[src/rtl/rv_mem_arb.sv]
// Arbiter sharing one single-port memory between a fetch port and a data port.
// Serves one access at a time and alternates grants when both ports request.
module rv_mem_arb #(
   parameter int DPWIDTH     = 32,
   parameter int WAIT_CYCLES = 2
) (
   input  logic               clk,
   input  logic               rst,
   input  logic               i_req,
   input  logic [DPWIDTH-1:0] i_addr,
   output logic [DPWIDTH-1:0] i_rdata,
   output logic               i_ack,
   input  logic               d_req,
   input  logic               d_we,
   input  logic [DPWIDTH-1:0] d_addr,
   input  logic [DPWIDTH-1:0] d_wdata,
   output logic [DPWIDTH-1:0] d_rdata,
   output logic               d_ack,
   output logic               mem_en,
   output logic               mem_rw,
   output logic [DPWIDTH-1:0] mem_addr,
   output logic [DPWIDTH-1:0] mem_wdata,
   input  logic [DPWIDTH-1:0] mem_rdata,
   output logic               busy
);

   typedef enum logic [1:0] {
      IDLE   = 2'd0,
      ACCESS = 2'd1,
      RESP   = 2'd2
   } state_t;

   localparam logic [3:0] WAIT_LD = 4'(WAIT_CYCLES);

   state_t     state;
   state_t     state_nxt;
   logic       last_grant;  // 1 = data port won the last grant
   logic       gnt_data;
   logic       rw_q;
   logic [3:0] cnt;
   logic       grant;
   logic       grant_data;

   always_ff @(posedge clk) begin
      if (rst) state <= IDLE;
      else     state <= state_nxt;
   end

   always_comb begin
      state_nxt  = state;
      grant      = 1'b0;
      grant_data = 1'b0;
      mem_en     = 1'b0;
      mem_rw     = 1'b0;
      i_ack      = 1'b0;
      d_ack      = 1'b0;
      busy       = (state != IDLE);
      case (state)
         IDLE: begin
            if (i_req || d_req) begin
               grant      = 1'b1;
               // On conflict the port that lost last time wins
               grant_data = d_req && (!i_req || !last_grant);
               state_nxt  = ACCESS;
            end
         end
         ACCESS: begin
            mem_en = 1'b1;
            mem_rw = rw_q;
            if (cnt == 4'd0) state_nxt = RESP;
         end
         RESP: begin
            i_ack     = !gnt_data;
            d_ack     = gnt_data;
            state_nxt = IDLE;
         end
         default: state_nxt = IDLE;
      endcase
   end

   always_ff @(posedge clk) begin
      if (rst) begin
         last_grant <= 1'b1;
         gnt_data   <= 1'b0;
         rw_q       <= 1'b0;
         cnt        <= 4'd0;
         mem_addr   <= '0;
         mem_wdata  <= '0;
         i_rdata    <= '0;
         d_rdata    <= '0;
      end else if (grant) begin
         last_grant <= grant_data;
         gnt_data   <= grant_data;
         rw_q       <= grant_data & d_we;
         cnt        <= WAIT_LD;
         mem_addr   <= grant_data ? d_addr : i_addr;
         mem_wdata  <= d_wdata;
      end else if (state == ACCESS) begin
         if (cnt != 4'd0) begin
            cnt <= cnt - 4'd1;
         end else if (!rw_q) begin
            if (gnt_data) d_rdata <= mem_rdata;
            else          i_rdata <= mem_rdata;
         end
      end
   end

endmodule
[config.mk]
export PLATFORM = sky130hd
export DESIGN_NAME = rv_mem_arb
export DESIGN_NICKNAME = d
export VERILOG_FILES = /design/src/rtl/rv_mem_arb.sv
export SDC_FILE = /design/constraint.sdc
export NUM_CORES = 1
export LEC_CHECK = 0
export BUFFER_PORTS_ARGS = -buffer_cell sky130_fd_sc_hd__buf_2
export CAP_MARGIN = 40
export CORE_MARGIN = 3
export CORE_UTILIZATION = 47
export CTS_CLUSTER_SIZE = 40
export DETAILED_ROUTE_END_ITERATION = 7
export GPL_TIMING_DRIVEN = 0
export PLACE_DENSITY = 0.81
export SLEW_MARGIN = 20
export SYNTH_ARGS = -nofsm -noshare
export SYNTH_HDL_FRONTEND = slang
export SYNTH_SLANG_ARGS = --single-unit
[constraint.sdc]
create_clock -name clk -period 1.8 [get_ports clk]
set_input_delay 0.09 -clock clk [delete_from_list [all_inputs] [get_ports clk]]
set_output_delay 0.09 -clock clk [all_outputs]
set_load 0.05 [all_outputs]
==> impl_results.md <==
- Sequential share of power: 0.366
- Worst-Skew Late Latency: 0.42 ns
- Syn. warnings: 0
- DR WL/cell: 18.7 um
- Final cell count without fillers: 1,113
- Core area: 11,600 um2
- Dpl ws: -0.0213 ns
- Worst-Margin Slew: 0.539 ns
- Pwr dens: 1100 nW/um2
- Count of pins over their slew limit: 0
- P_sw: 3.11 mW
- Maximum root-to-sink buffer count: 2
- Worst Setup End Kind: flip-flop
- First DRT Iteration DRCs: 549
- DR pass1 iterations: 6
- Initial Utilization: 0.490
- Worst reg2reg path depth: 5
- Vias in the first global route: 6,196
- Mapped Cells: 605
- Detailed Place HPWL: 13,800 um
- Leading cell type in the layout, fill and taps excluded: buf_2
- Die ar.: 13,500 um2
- WHS: 0.0415 ns
- Outcome: finished clean
- Layout cells sized above 1: 0.363
- Vias per cell: 5.80
- Hold WC Path Type: in -> reg
- Clock sink count: 137
- CP Class: reg -> reg
- Post-synth top area share: 0.482
- Final net count: 1,088
- Prevailing post-synth register cell: dfxtp_1
- Critical R2R Launch: cnt[1]$_SDFFE_PP0P_
- Final Wtd Congestion: 0.817
- Clk root buf: clkbuf_16
- Skew final: 0.0102 ns
- Int Power: 6.25 mW
- Crit start category: flip-flop
- Sw Share: 0.333
- Setup ws final: 0.0504 ns
- CP max FO: 10
- CTS tree: yes
- Flops & latches, synth: 137
- Total CTS buffers: 17
- Yosys top cell by area: dfxtp_1
- Register area share after synthesis: 0.482
- Crit path time final: 1.75 ns
- Hold_sp: i_req
- Total Routing Usage GR: 0.297
- Syn_nets: 738
- Asr flop ratio synth: 0
- H-tree depth: 4
- Max-cap viol count: 0
- Number of placement rows: 39
- Largest net degree at the start of global routing: 17
- Combinational Power Share: 0.253
- Most frequent cells in the layout: buf_2 (286), dfxtp_1 (135), a21oi_1 (69)
- Die Wd: 116 um
- Netlist cell types: 37
- Endpoints failing hold: 0
- Drt drc: 0
- R2R setup slack: 0.05 ns
- Initial antenna violation count: 2
- Overall power: 9.36 mW
- Area delta synth->final: 49.8%
- Global-route wire length before repair: 31,300 um
- Routed WL: 20,900 um
- Via count: 6,451
- Cells after DPL: 1,011
- Hold Crit Depth: 3
- Hold Path End: state[0]$_SDFFE_PP0P_
- Clock share of power: 0.381
- Post-synth EDFFs: 0
- Data arrival, critical path: 2.03 ns
- Global route total overflow: 0
- IO Pins: 266
- # setup viols final: 0
- Fin crit share: 0.972
- Syn avg cell area: 9.41 um2
- Clock-pin slew on the worst setup and hold paths: 0.06 ns
- Antenna-violating nets left: 0
- Die height: 116 um
- Synth area leaders: dfxtp_1 (48%), a21oi_1 (6.1%), o21ai_0 (6.0%), nand3_1 (5.7%), a221o_1 (5.6%)
- Synthesized area: 5690 um2
- Max Fclk: 572 MHz
- Relative slew slack: 0.641
- Maximum vdd ir drop: 0.908 mV
- RR Endpoint: i_rdata[20]$_SDFFE_PP0P_
- Leakage power total: 3.83 nW
- Port Buf Inserts: 263
- Worst EP required: 2.08 ns
- Unrepaired setup endpoints after global routing: true
[cell families after synthesis]
| logic type | Yosys count | synth area share |
|---|---|---|
| simple gates | 183 | 0.222 |
| compound gates | 209 | 0.238 |
| flops | 137 | 0.482 |
| buf+inv | 76 | 0.0580 |
[layer usage]
layer / share of wire / track usage / wire (um)
met5: 0 / 0 / 0
met4: 0.041 / 0.149 / 848
met2: 0.48 / 0.495 / 10000
met1: 0.41 / 0.357 / 8500
met3: 0.071 / 0.0747 / 1470
[timing repair]
action	CTS	global route
hold endpoints to repair	97	0
pin swaps	1	0
hold buffers	65	0
setup buffers	3	0
setup endpoints to repair	37	93
gates resized for setup	9	36
cloned	0	0
[worst max-delay path, cell delays in order, from the launching register on]
cell	delay [ns]
dfxtp_1	0.36
or4b_4	0.59
buf_6	0.16
clkbuf_2	0.19
o21ai_0	0.20
a21oi_1	0.10
[sequential cells by signal (all words and copies together) (netlist names)]
| name | count |
|---|---|
| state | 2 |
| gnt_data | 1 |
| last_grant | 1 |
| mem_addr | 32 |
| cnt | 4 |
| i_rdata | 32 |
| d_rdata | 32 |
| mem_wdata | 32 |
| rw_q | 1 |
[worst max-delay path by stage]
stage	startpoint	endpoint	slack [ns]
floorplan	state[1]$_SDFFE_PP0P_	i_ack	0.08
global placement	state[0]$_SDFFE_PP0P_	mem_wdata[23]$_SDFFE_PP0P_	0.02
detailed placement	state[0]$_SDFFE_PP0P_	mem_wdata[16]$_SDFFE_PP0P_	-0.02
CTS	cnt[3]$_SDFFE_PP0P_	d_rdata[30]$_SDFFE_PP0P_	0.004
global route	cnt[3]$_SDFFE_PP0P_	d_rdata[19]$_SDFFE_PP0P_	-0.02
finish	cnt[1]$_SDFFE_PP0P_	i_rdata[20]$_SDFFE_PP0P_	0.05
[layout make-up]
cell class / instances / area, um2
fill: 881 / 3090
sequential: 137 / 2750
multi-input combinational: 392 / 2650
timing repair buffer: 331 / 1990
clock buffer: 21 / 460
buffer: 72 / 334
tap: 143 / 179
clock inverter: 11 / 146
inverter: 4 / 15.0
antenna: 2 / 5.00
[per-stage QoR]
| step | TNS, ns | util | area [um2] |
|---|---|---|---|
| floorplan | 0 | - | 5690 |
| global placement | 0 | 0.619 | 7190 |
| detailed placement | -0.288 | 0.619 | 7190 |
| CTS | 0 | 0.730 | 8480 |
| global route | -0.102 | 0.734 | 8520 |
| finish | 0 | 0.734 | 8520 |
[power by group through the flow]
| stage | logic [mW] | clock network (mW) | registers, mW |
|---|---|---|---|
| 2_1_floorplan | 0.743 | 0 | 4.25 |
| 3_3_place_gp | 2.16 | 0 | 3.47 |
| 3_5_place_dp | 2.17 | 0 | 3.47 |
| 4_1_cts | 2.31 | 3.58 | 3.41 |
| 5_1_grt | 2.50 | 3.74 | 3.45 |
| 6_report | 2.37 | 3.57 | 3.43 |
[cell usage after synthesis, drive strengths merged (3+ instances only)]
library cell / instances
dfxtp: 137
nand3: 65
a22o: 32
and4: 32
a221o: 32
clkbuf: 45
nand2: 3
inv: 4
o21ai: 68
nor2: 5
nor4b: 34
nor2b: 32
a21oi: 69
buf: 27
Power figures use the tool's default switching activity.
